**config.mk**
```make
export PLATFORM = sky130hd
export DESIGN_NAME = tdm_mux4
export DESIGN_NICKNAME = d
export VERILOG_FILES = /design/src/rtl/tdm_mux4.sv
export SDC_FILE = /design/constraint.sdc
export NUM_CORES = 1
export LEC_CHECK = 0
export CELL_PAD_IN_SITES_DETAIL_PLACEMENT = 1
export CELL_PAD_IN_SITES_GLOBAL_PLACEMENT = 1
export CORE_MARGIN = 1
export CORE_UTILIZATION = 35
export CTS_BUF_LIST = sky130_fd_sc_hd__clkbuf_4
export DETAILED_ROUTE_END_ITERATION = 10
export PLACE_DENSITY = 0.78
export SLEW_MARGIN = 20
export SYNTH_ARGS = -nofsm -noshare
export SYNTH_HDL_FRONTEND = slang
export SYNTH_SLANG_ARGS = --single-unit
export TNS_END_PERCENT = 1
```
**constraint.sdc**
```tcl
create_clock -name clk -period 1.6 [get_ports clk]
set_clock_uncertainty 0.15 [all_clocks]
set_input_delay 0.48 -clock clk [delete_from_list [all_inputs] [get_ports clk]]
set_output_delay 0.48 -clock clk [all_outputs]
set_load 0.02 [all_outputs]
```
**src/rtl/tdm_mux4.sv**
```systemverilog
// -----------------------------------------------------------------------------
// tdm_mux4
//
// Four-channel time-division multiplexer. Samples four channel bits as one
// coherent frame and serializes them, one enabled channel per clock, onto a
// 2-bit slot select ({s1,s2}) plus a data bit (d). This is the transmitting
// end of the 1-to-4 select/data demultiplexer link: downstream, each d is
// routed to y{s1,s2}.
//
// Ports
//   clk          in   system clock, all state changes on the rising edge
//   rst          in   synchronous active-high reset, highest priority
//   en           in   frame request, only looked at on frame boundaries
//   din[3:0]     in   channel data, din[i] belongs to channel i
//   chan_mask    in   channel enable, bit i = 1 gives channel i a slot
//   s1           out  slot index MSB (registered)
//   s2           out  slot index LSB (registered)
//   d            out  data bit of the current slot (registered)
//   valid        out  s1/s2/d carry a live slot this cycle
//   frame_start  out  first slot of a frame
//   frame_end    out  last slot of a frame (may coincide with frame_start)
//
// Behaviour summary
//   A frame is captured when en=1 and chan_mask!=0, either while idle or on
//   the edge that retires the last slot of the running frame, so back-to-back
//   frames have no gap cycle. Once captured, din and chan_mask are frozen in
//   frame_buf/mask_buf; later changes on the inputs only affect the next
//   frame. Slots are emitted in ascending channel order and disabled channels
//   take no cycle, so a frame with k enabled channels is exactly k cycles.
//   All outputs come straight from flops; nothing on the inputs reaches the
//   outputs combinationally.
// -----------------------------------------------------------------------------
module tdm_mux4 (
    input  logic       clk,
    input  logic       rst,
    input  logic       en,
    input  logic [3:0] din,
    input  logic [3:0] chan_mask,
    output logic       s1,
    output logic       s2,
    output logic       d,
    output logic       valid,
    output logic       frame_start,
    output logic       frame_end
);

    typedef enum logic {
        IDLE = 1'b0,
        RUN  = 1'b1
    } state_t;

    state_t     state;
    logic [3:0] frame_buf;   // data captured at frame start
    logic [3:0] mask_buf;    // channel mask captured at frame start
    logic [1:0] idx;         // channel index of the slot currently on the outputs

    // -------------------------------------------------------------------------
    // Mask search helpers
    // -------------------------------------------------------------------------

    // Lowest set bit of m at or above position start. Only called when such a
    // bit is known to exist; returns 0 otherwise.
    function automatic logic [1:0] lowest_from(input logic [3:0] m, input int start);
        logic [1:0] r;
        r = 2'd0;
        // Scan downwards so the last hit written is the lowest one.
        for (int k = 3; k >= 0; k--) begin
            if (k >= start && m[k]) begin
                r = k[1:0];
            end
        end
        return r;
    endfunction

    // True when m has any set bit at or above position start.
    function automatic logic any_from(input logic [3:0] m, input int start);
        logic r;
        r = 1'b0;
        for (int k = 0; k < 4; k++) begin
            if (k >= start && m[k]) begin
                r = 1'b1;
            end
        end
        return r;
    endfunction

    // -------------------------------------------------------------------------
    // Next-slot decode
    // -------------------------------------------------------------------------
    logic       capture;     // a new frame is taken at this edge
    logic [1:0] cap_idx;     // first enabled channel of the incoming frame
    logic       cap_last;    // incoming frame has only that one channel
    logic [1:0] nxt_idx;     // next enabled channel of the running frame
    logic       nxt_last;    // that channel is the last of the running frame

    always_comb begin
        // NOTE: every output of a combinational block is given a value before
        // any branch, so no path can leave it unassigned and infer a latch.
        capture  = 1'b0;
        cap_idx  = 2'd0;
        cap_last = 1'b0;
        nxt_idx  = 2'd0;
        nxt_last = 1'b0;

        // Frame boundary: idle, or the slot on the outputs is the last one.
        if (en && (chan_mask != 4'd0) && (state == IDLE || frame_end)) begin
            capture = 1'b1;
        end

        cap_idx  = lowest_from(chan_mask, 0);
        cap_last = !any_from(chan_mask, int'(cap_idx) + 1);

        // Only meaningful in RUN when the current slot is not the last, which
        // guarantees a higher enabled channel exists in mask_buf.
        nxt_idx  = lowest_from(mask_buf, int'(idx) + 1);
        nxt_last = !any_from(mask_buf, int'(nxt_idx) + 1);
    end

    // -------------------------------------------------------------------------
    // State machine and output registers
    // -------------------------------------------------------------------------
    // NOTE: all state here is sequential and uses non-blocking assignments so
    // every register samples the pre-edge values of the others; blocking
    // assignments would make the result depend on statement order.
    always_ff @(posedge clk) begin
        if (rst) begin
            // NOTE: frame_buf/mask_buf are a handful of flops, not a memory
            // array, so clearing them on reset is cheap and makes the
            // post-reset state fully defined.
            state       <= IDLE;
            frame_buf   <= 4'd0;
            mask_buf    <= 4'd0;
            idx         <= 2'd0;
            s1          <= 1'b0;
            s2          <= 1'b0;
            d           <= 1'b0;
            valid       <= 1'b0;
            frame_start <= 1'b0;
            frame_end   <= 1'b0;
        end else if (capture) begin
            // Start of frame: freeze inputs and emit the lowest enabled slot.
            state       <= RUN;
            frame_buf   <= din;
            mask_buf    <= chan_mask;
            idx         <= cap_idx;
            s1          <= cap_idx[1];
            s2          <= cap_idx[0];
            d           <= din[cap_idx];
            valid       <= 1'b1;
            frame_start <= 1'b1;
            frame_end   <= cap_last;
        end else begin
            case (state)
                RUN: begin
                    if (!frame_end) begin
                        // Mid-frame: step to the next enabled channel.
                        idx         <= nxt_idx;
                        s1          <= nxt_idx[1];
                        s2          <= nxt_idx[0];
                        d           <= frame_buf[nxt_idx];
                        valid       <= 1'b1;
                        frame_start <= 1'b0;
                        frame_end   <= nxt_last;
                    end else begin
                        // Frame retired with no new request: go quiet.
                        state       <= IDLE;
                        idx         <= 2'd0;
                        s1          <= 1'b0;
                        s2          <= 1'b0;
                        d           <= 1'b0;
                        valid       <= 1'b0;
                        frame_start <= 1'b0;
                        frame_end   <= 1'b0;
                    end
                end
                default: begin
                    // IDLE without a capture: hold every output low.
                    state       <= IDLE;
                    s1          <= 1'b0;
                    s2          <= 1'b0;
                    d           <= 1'b0;
                    valid       <= 1'b0;
                    frame_start <= 1'b0;
                    frame_end   <= 1'b0;
                end
            endcase
        end
    end

endmodule

```
# Word-level counts from Yosys, hierarchy flattened
# Cells that the tools add are included.
# classes
muxes	40
n_bitwise	1
order_cmp	14
n_addsub	3
reduce_logical	19
# op_table
op	count
2-to-1 mux 1 bit	27
2-to-1 mux 2 bit	11
>= comparator 1 x 3 -> 1 bit, first input constant	6
>= comparator 2 x 3 -> 1 bit, first input constant	6
logical AND 1 bit	14
adder 2 x 1 -> 3 bit, second input constant	3
less-than comparator 2 x 3 -> 1 bit, second input constant	2
binary-select mux 1 bit (select 2 bit)	2
nonzero test 4 bit	1
logical NOT 1 bit	2
nonzero test 2 bit	1
logical OR 1 bit	1
NOT 1 bit	1
# word_totals
out_inout_bits	6
elab_cells	86
register_bits	16

# Depth between registers and ports, before layout
# Gate-level depths: netlist of the first run.
# depth
depth_word	18
ltp_mapped	6
ltp_nobuf	5

# Worst setup path before layout of the first run
# OpenSTA, ideal clock, no wires.
# synth_path
path_type	input to register
startpoint	input chan_mask[2]
endpoint	register d
path_stages	4
setup_time_ps	117
t_arrival_ps	1379
slack_ps	-46
n_path_buf	0
cell_sequence	or3_4 o21ai_4 nor3_2 a32o_1
# synth_via
elab_chain_len	6
word_cells_on_any_way	10
classes_between	mux: 7; reduce/logical: 3
# synth_rtl
item	line	source
from (decl)	38	input logic [3:0] chan_mask,
2-to-1 mux 2 bit (3 in a row)	68	if (k >= start && m[k]) begin
binary-select mux 1 bit (select 2 bit)	148	d <= din[cap_idx];
2-to-1 mux 1 bit (not written as such)	148	
2-to-1 mux 1 bit (*)	140	end else if (capture) begin
to (signal assigned)	148	
to (signal assigned)	160	d <= frame_buf[nxt_idx];
to (decl)	41	output logic d,
# Every way passes the cells marked *; elsewhere a longest branch is shown, timed or not. The select of a mux whose other input is x is not followed.
# A chain may end at the register's enable or synchronous reset.

# Worst setup path after layout of the first run
# layout_path
startpoint	register frame_start
endpoint	output frame_start
# layout_lines
item	line	source
from (decl)	43	output logic frame_start,
from (signal assigned)	138	frame_start <= 1'b0;
from (signal assigned)	150	frame_start <= 1'b1;
from (signal assigned)	162	frame_start <= 1'b0;
# No word-level cell between the ends.

==> results of run 1 <==
how the worst max path moves through the flow:
| stage | start | to | slack [ps] | cells after the start |
|---|---|---|---|---|
| after floorplan | chan_mask[1] | frame_buf[0] | -40 | 5 |
| after global placement | chan_mask[1] | frame_buf[1] | -520 | 6 |
| after detailed placement | chan_mask[1] | frame_buf[0] | -580 | 6 |
| after CTS | chan_mask[1] | frame_buf[0] | -70 | 6 |
| after global routing | idx[0] | idx[1] | -6 | 6 |
| final | frame_start | frame_start | 30 | 1 |
cell usage in the layout (no fill, tap or decap), types with 2 or more instances in the layout:
master | synthesis | routed
clkdlybuf4s15_1 | 0 | 2
dfxtp_1 | 15 | 12
nor2_1 | 13 | 13
clkbuf_4 | 0 | 4
dfxtp_2 | 0 | 3
buf_4 | 1 | 22
a21oi_1 | 8 | 7
nand2_1 | 6 | 6
inv_1 | 3 | 3
o21ai_0 | 3 | 3
mux2i_1 | 8 | 8
nor2b_1 | 2 | 2
dlygate4sd2_1 | 0 | 4
nor3_2 | 1 | 3
clkbuf_2 | 0 | 5
nor3_1 | 4 | 2
clkdlybuf4s50_1 | 0 | 5
o21a_1 | 2 | 2
nand2b_1 | 3 | 2
report_power, final:
part | total (W) | internal (W) | leakage [nW] | switching [W]
logic | 0.000273 | 0.000134 | 0.355 | 0.000139
clock network | 0.000240 | 0.000114 | 0.0184 | 0.000126
registers | 0.000424 | 0.000402 | 0.125 | 0.0000228
total | 0.000937 | 0.000649 | 0.498 | 0.000287
tightest hold or removal path, cell delays in order (launching register included):
cell and delay, ps:
dfxtp_1 360, mux2i_1 80, nor2_1 80
cells by family (layout without fill, tap and decap cells):
kind of cell    after synthesis  after routing
fa+ha+maj                     1              1
simple gates                 33             33
buf+inv                       8             46
mux                           8              8
flops                        15             15
compound gates               29             29
repair_timing:
item / CTS / global route
resized for setup: 11 / 20
endpoints found under the setup margin: 21 / 16
hold buffers: 0 / 0
cloned: 0 / 0
buffers inserted: 0 / 1
pin swaps: 1 / 4
stage by stage:
step,std cells,hold slack [ps],setup slack (ps)
finish,160,406,29.4
global route,160,433,-6.20
CTS,159,403,-72.0
detailed placement,155,381,-578
global placement,155,345,-520
floorplan,94,309,-39.9
area by class of cell:
| cell class | count | area (um^2) |
|---|---|---|
| Inverter | 4 | 15.0 |
| Tap cell | 28 | 35.0 |
| Multi-Input combinational cell | 71 | 504 |
| Timing Repair Buffer | 38 | 295 |
| Sequential cell | 15 | 304 |
| Fill cell | 280 | 1030 |
| Clock buffer | 4 | 30.0 |
layer usage:
metal	wire (um)	global-route usage	vias up
li1	-	-	414
met1	1180	0.271	415
met2	1370	0.400	16
met3	66	0.0455	2
met4	17	0.0602	0
met5	0	0	-
==> run_results.csv, run 1 <==
group,metric,value,unit
min_path,worstHoldPathCells,2,
setup_path,cp_slowest_cell,"dlygate4sd2_1",
yosys,yosys-top-cells-area,"dfxtp_1, mux2i_1, nor2_1, a21oi_1, nand2_1",
yosys,syn_area,818,um^2
timing,worst_slew_pin_slew,404,ps
layout,largest_register_ffs,4,
floorplanning,fp.dieH,50.4,um
place,numPortBuffers,16,
setup_path,critPathKind,"reg2out",
yosys,synthArstFlopShare,0,
routing,routed_wl,2.63,mm
floorplanning,pin_count,17,
min_path,hp-start,"frame_buf[1]",
routing,drc,0,
timing,slew_headroom,0.730,
yosys,yosys.area_share.simple,0.208,
yosys,ys_types,38,
yosys,synth_top_family_by_area,"compound AO/OA/AOI/OAI gates",
setup_path,crit_buf_inv,1,
yosys,postSynthAreaPerCell,8.71,um^2
timing,fin_crit,1570,ps
routing,ant_nets,0,
pwr,power.density,791,mW/mm^2
cts,clkLatencyLatePin,290,ps
setup_path,crit_family,"buffers and inverters",
layout,antenna_cells,0,
yosys,synthMuxAreaShare,0.0979,
yosys,post_synth_xor_area_fraction,0,
setup_path,r2r-start,"idx[0]",
status,outcome,"complete, no violations",
place,place.gp.congestion,0.883,
yosys,yosysWarnings,0,
global_routing,grt_max_degree,12,
run,max-cap-violations,0,
cts,cts_buffers,3,
routing,wire_per_inst,16.5,um
layout,finalCoreUtilization,0.535,
timing,finalSetupViolations,0,
setup_path,path_cells,"dlygate4sd2_1",
yosys,synth_seq_cells,15,
place,hpwl,2.04,mm
pwr,max-vdd-ir-drop,509,uV
cts,clockBufferDepth,2,
yosys,synth-adder-area-share,0.0122,
setup_path,rr_worst_depth,6,
floorplanning,coreArea,0.00221,mm^2
floorplanning,die_w,50.4,um
min_path,min_to,"frame_buf[1]",
yosys,synth_ff_type,"dfxtp_1",
cts,cts.clk_slew.worst_paths,90,ps
timing,tns,0,ps
setup_path,crit_fanout,1,
yosys,synthesis.nets,105,
setup_path,r2r_end,"idx[1]",
routing,post_drt_via_cell_ratio,5.29,
setup_path,max_stage_delay,330,ps
yosys,synth_cells,94,
yosys,synth_top_area_share,0.367,
timing,slew_viol_final,0,
floorplanning,initial_core_util,0.370,
layout,fin_nets,144,
layout,top_register,"frame_buf",
global_routing,antenna_found_initial,0,
pwr,power,0.000937,W
layout,final_cell_area,0.00118,mm^2
setup_path,worst_ep_arrival_time,940,ps
setup_path,worstSetupEndpointType,"output port",
pwr,power.leakage,0.498,nW
cts,cts_tree,"yes",
yosys,synth-edff-count,0,
yosys,synth.most_common_cell,"dfxtp_1",
layout,drive_gt1_frac,0.341,
timing,fmax,637,MHz
global_routing,gr-total-overflow,0,
setup_path,startpoint_type,"flop",
floorplanning,row_count,17,
layout,reg.largest.list,"frame_buf (4), mask_buf (3), idx (2)",
cts,cts_sinks,15,
yosys,ys_seq_area_frac,0.367,
cts,cts-root-buf,"clkbuf_4",
yosys,synth_compound_area_frac,0.263,
global_routing,grt_use_total,0.225,
global_routing,grt_pass1_wl,4.17,mm
cts,htree_levels,1,
floorplanning,dieArea,0.00254,mm^2
routing,drt-initial-drc-count,7,
layout,areaGrowthSynthToFinish,44.6,%
global_routing,grt_pass1_vias,879,
setup_path,required,970,ps
yosys,synth.largest_area_cell,"dfxtp_1",
yosys,synth_common_cells,"dfxtp_1, nor2_1, a21oi_1, mux2i_1, nand2_1",
timing,hold_violations,0,
routing,dr_total_vias,847,
place,place_area,0.00114,mm^2
min_path,min-delay-path-class,"reg2reg",
routing,drtPass1Iterations,4,
setup_path,reg2reg_slack,80,ps
timing,period_share,0.982,
No activity file was read; power rests on OpenSTA's default activity.
==> run 2: changes to the inputs <==
--- a/constraint.sdc
+++ b/constraint.sdc
@@ -3,3 +3,3 @@
 set_input_delay 0.48 -clock clk [delete_from_list [all_inputs] [get_ports clk]]
 set_output_delay 0.48 -clock clk [all_outputs]
-set_load 0.02 [all_outputs]
+set_load 0.05 [all_outputs]
==> run 2 against run 1 <==
Compared with the run above: via count increased by 1.5%; maximum frequency increased by 2.2%; clock power decreased by 5%; first-iteration DRC count increased by 100%; register-to-register slack got worse by 20 ps; cell count decreased by 1.9%; global-route usage increased by 1.8 points; count of clock-buffer cells in the layout decreased by 1; core utilization increased by 3.1 points; routed wire length increased by 3.0%; critical path type is now reg2reg; largest power group unchanged.
==> run_results.csv, run 2 (synthesized netlist as in run 1, its figures left out) <==
group,metric,value,unit
setup_path,critPathKind,"reg2reg",
routing,wire_per_inst,17.3,um
floorplanning,initial_core_util,0.370,
setup_path,reg2reg_slack,60,ps
cts,cts_sinks,15,
layout,final_cell_mix,"buf_4, nor2_1, dfxtp_1, mux2i_1",
timing,slew_viol_final,0,
timing,hold_ws,392,ps
global_routing,grt_use_total,0.243,
timing,slew_headroom,0.728,
timing,period_share,0.961,
cts,cts_buffers,3,
global_routing,grt_max_degree,10,
cts,clockBufferDepth,2,
layout,fillerInstances,275,
global_routing,grt_pass1_vias,932,
floorplanning,row_count,17,
cts,htree_levels,1,
routing,dr_total_vias,860,
status,outcome,"complete, no violations",
setup_path,r2r-start,"idx[0]",
place,hpwl,1.97,mm
min_path,min-delay-path-class,"reg2reg",
setup_path,startpoint_type,"flop",
cts,cts_setup_buffers,0,
setup_path,worst_ep_arrival_time,1600,ps
routing,drc,0,
cts,cts-root-buf,"clkbuf_4",
setup_path,worstSetupEndpointType,"flop",
min_path,hp-start,"frame_buf[2]",
routing,drtPass1Iterations,4,
global_routing,gr-total-overflow,0,
global_routing,antenna_found_initial,0,
setup_path,crit_start,"idx[0]",
floorplanning,die_w,50.4,um
place,place.gp.congestion,0.884,
cts,hold_buffers,0,
routing,ant_nets,0,
setup_path,r2r_end,"idx[1]",
setup_path,crit_fanout,5,
layout,drive_gt1_frac,0.388,
floorplanning,fp.dieH,50.4,um
timing,worst_slew_pin_slew,407,ps
place,placed_cells,153,
layout,layout_commonest_cell,"buf_4",
pwr,power.density,788,mW/mm^2
cts,cts_tree,"yes",
setup_path,crit_end,"idx[1]",
timing,finalSetupViolations,0,
layout,areaGrowthSynthToFinish,52.9,%
cts,clkLatencyLatePin,300,ps
routing,post_drt_via_cell_ratio,5.48,
routing,drt-initial-drc-count,14,
floorplanning,coreArea,0.00221,mm^2
floorplanning,dieArea,0.00254,mm^2
layout,top_register,"frame_buf",
timing,tns,0,ps
routing,routed_wl,2.71,mm
place,numPortBuffers,16,
global_routing,grt_pass1_wl,4.51,mm
timing,hold_violations,0,
layout,largest_register_ffs,4,
timing,fmax,650,MHz
pwr,power.leakage,0.506,nW
cts,cts.clk_slew.worst_paths,100,ps
run,max-cap-violations,0,
setup_path,rr_worst_depth,5,
setup_path,required,1660,ps
pwr,power,0.000986,W
layout,reg.largest.list,"frame_buf (4), mask_buf (3), idx (2)",
floorplanning,pin_count,17,
timing,rsz0062_at_grt,"yes",
pwr,max-vdd-ir-drop,428,uV
layout,antenna_cells,0,
timing,fin_crit,1540,ps
layout,fin_nets,141,
layout,final_cells,157,
==> run 2: cell types whose count changed in the layout (fill, tap and decap cells not counted), moves of 2 or more <==
| cell | change |
|---|---|
| clkbuf_2 | -5 |
| buf_2 | +3 |
| dfxtp_4 | +3 |
| buf_12 | +6 |
| dfxtp_1 | -3 |
| buf_4 | -3 |
| clkdlybuf4s15_1 | -2 |
| dlygate4sd2_1 | -2 |
==> run 2: how the worst min path moves through the flow <==
stage,to,slack (ps),cells after the start
6_report,frame_buf[2],390,2
5_1_grt,idx[0],420,2
4_1_cts,frame_buf[0],400,2
3_5_place_dp,frame_buf[0],360,2
3_3_place_gp,frame_buf[0],330,2
2_1_floorplan,frame_buf[0],310,2
==> run 2: what timing repair did <==
action | CTS | global route
endpoints found under the setup margin | 13 | 3
gates resized for setup | 20 | 9
pin swaps | 3 | 2
endpoints found under the hold margin | 0 | 0
==> run 2: report_power, final <==
part           total, W  switching (W)  leakage (nW)  internal, W
combinational  0.000323       0.000163         0.362     0.000160
clock          0.000229       0.000136        0.0177    0.0000931
sequential     0.000434      0.0000327         0.126     0.000401
total          0.000986       0.000332         0.506     0.000654
==> run 2: cell type report <==
type | instances | area [um^2] | share of cell area
clock buffer | 3 | 22.5 | 0.0180
tap | 28 | 35.0 | 0.0280
inverter | 4 | 15.0 | 0.0120
sequential | 15 | 315 | 0.252
timing repair buffer | 35 | 345 | 0.276
multi-input combinational | 71 | 513 | 0.410
clock inverter | 1 | 5.00 | 0.00400
==> run 2: stage by stage <==
step                      setup WS [ps]  utilization  area, um^2
final                              62.5        0.566        1250
after global routing             -0.829        0.566        1250
after CTS                          21.9        0.555        1230
after detailed placement           -568        0.538        1190
after global placement             -514        0.538        1190
after floorplan                   -46.1            -         820
==> run 2: layer usage <==
| metal | global-route usage | vias to the layer above | wire, um |
|---|---|---|---|
| li1 | - | 409 | - |
| met1 | 0.287 | 423 | 1180 |
| met2 | 0.438 | 22 | 1400 |
| met3 | 0.0576 | 6 | 93 |
| met4 | 0.0556 | 0 | 38 |
| met5 | 0 | - | 0 |
==> run 2: critical path, stage by stage (launching register included) <==
cell       delay [ps]
dfxtp_4           370
nand2b_1          180
a2111oi_4         380
a21oi_2            90
o21a_1            130
nor3_2            160
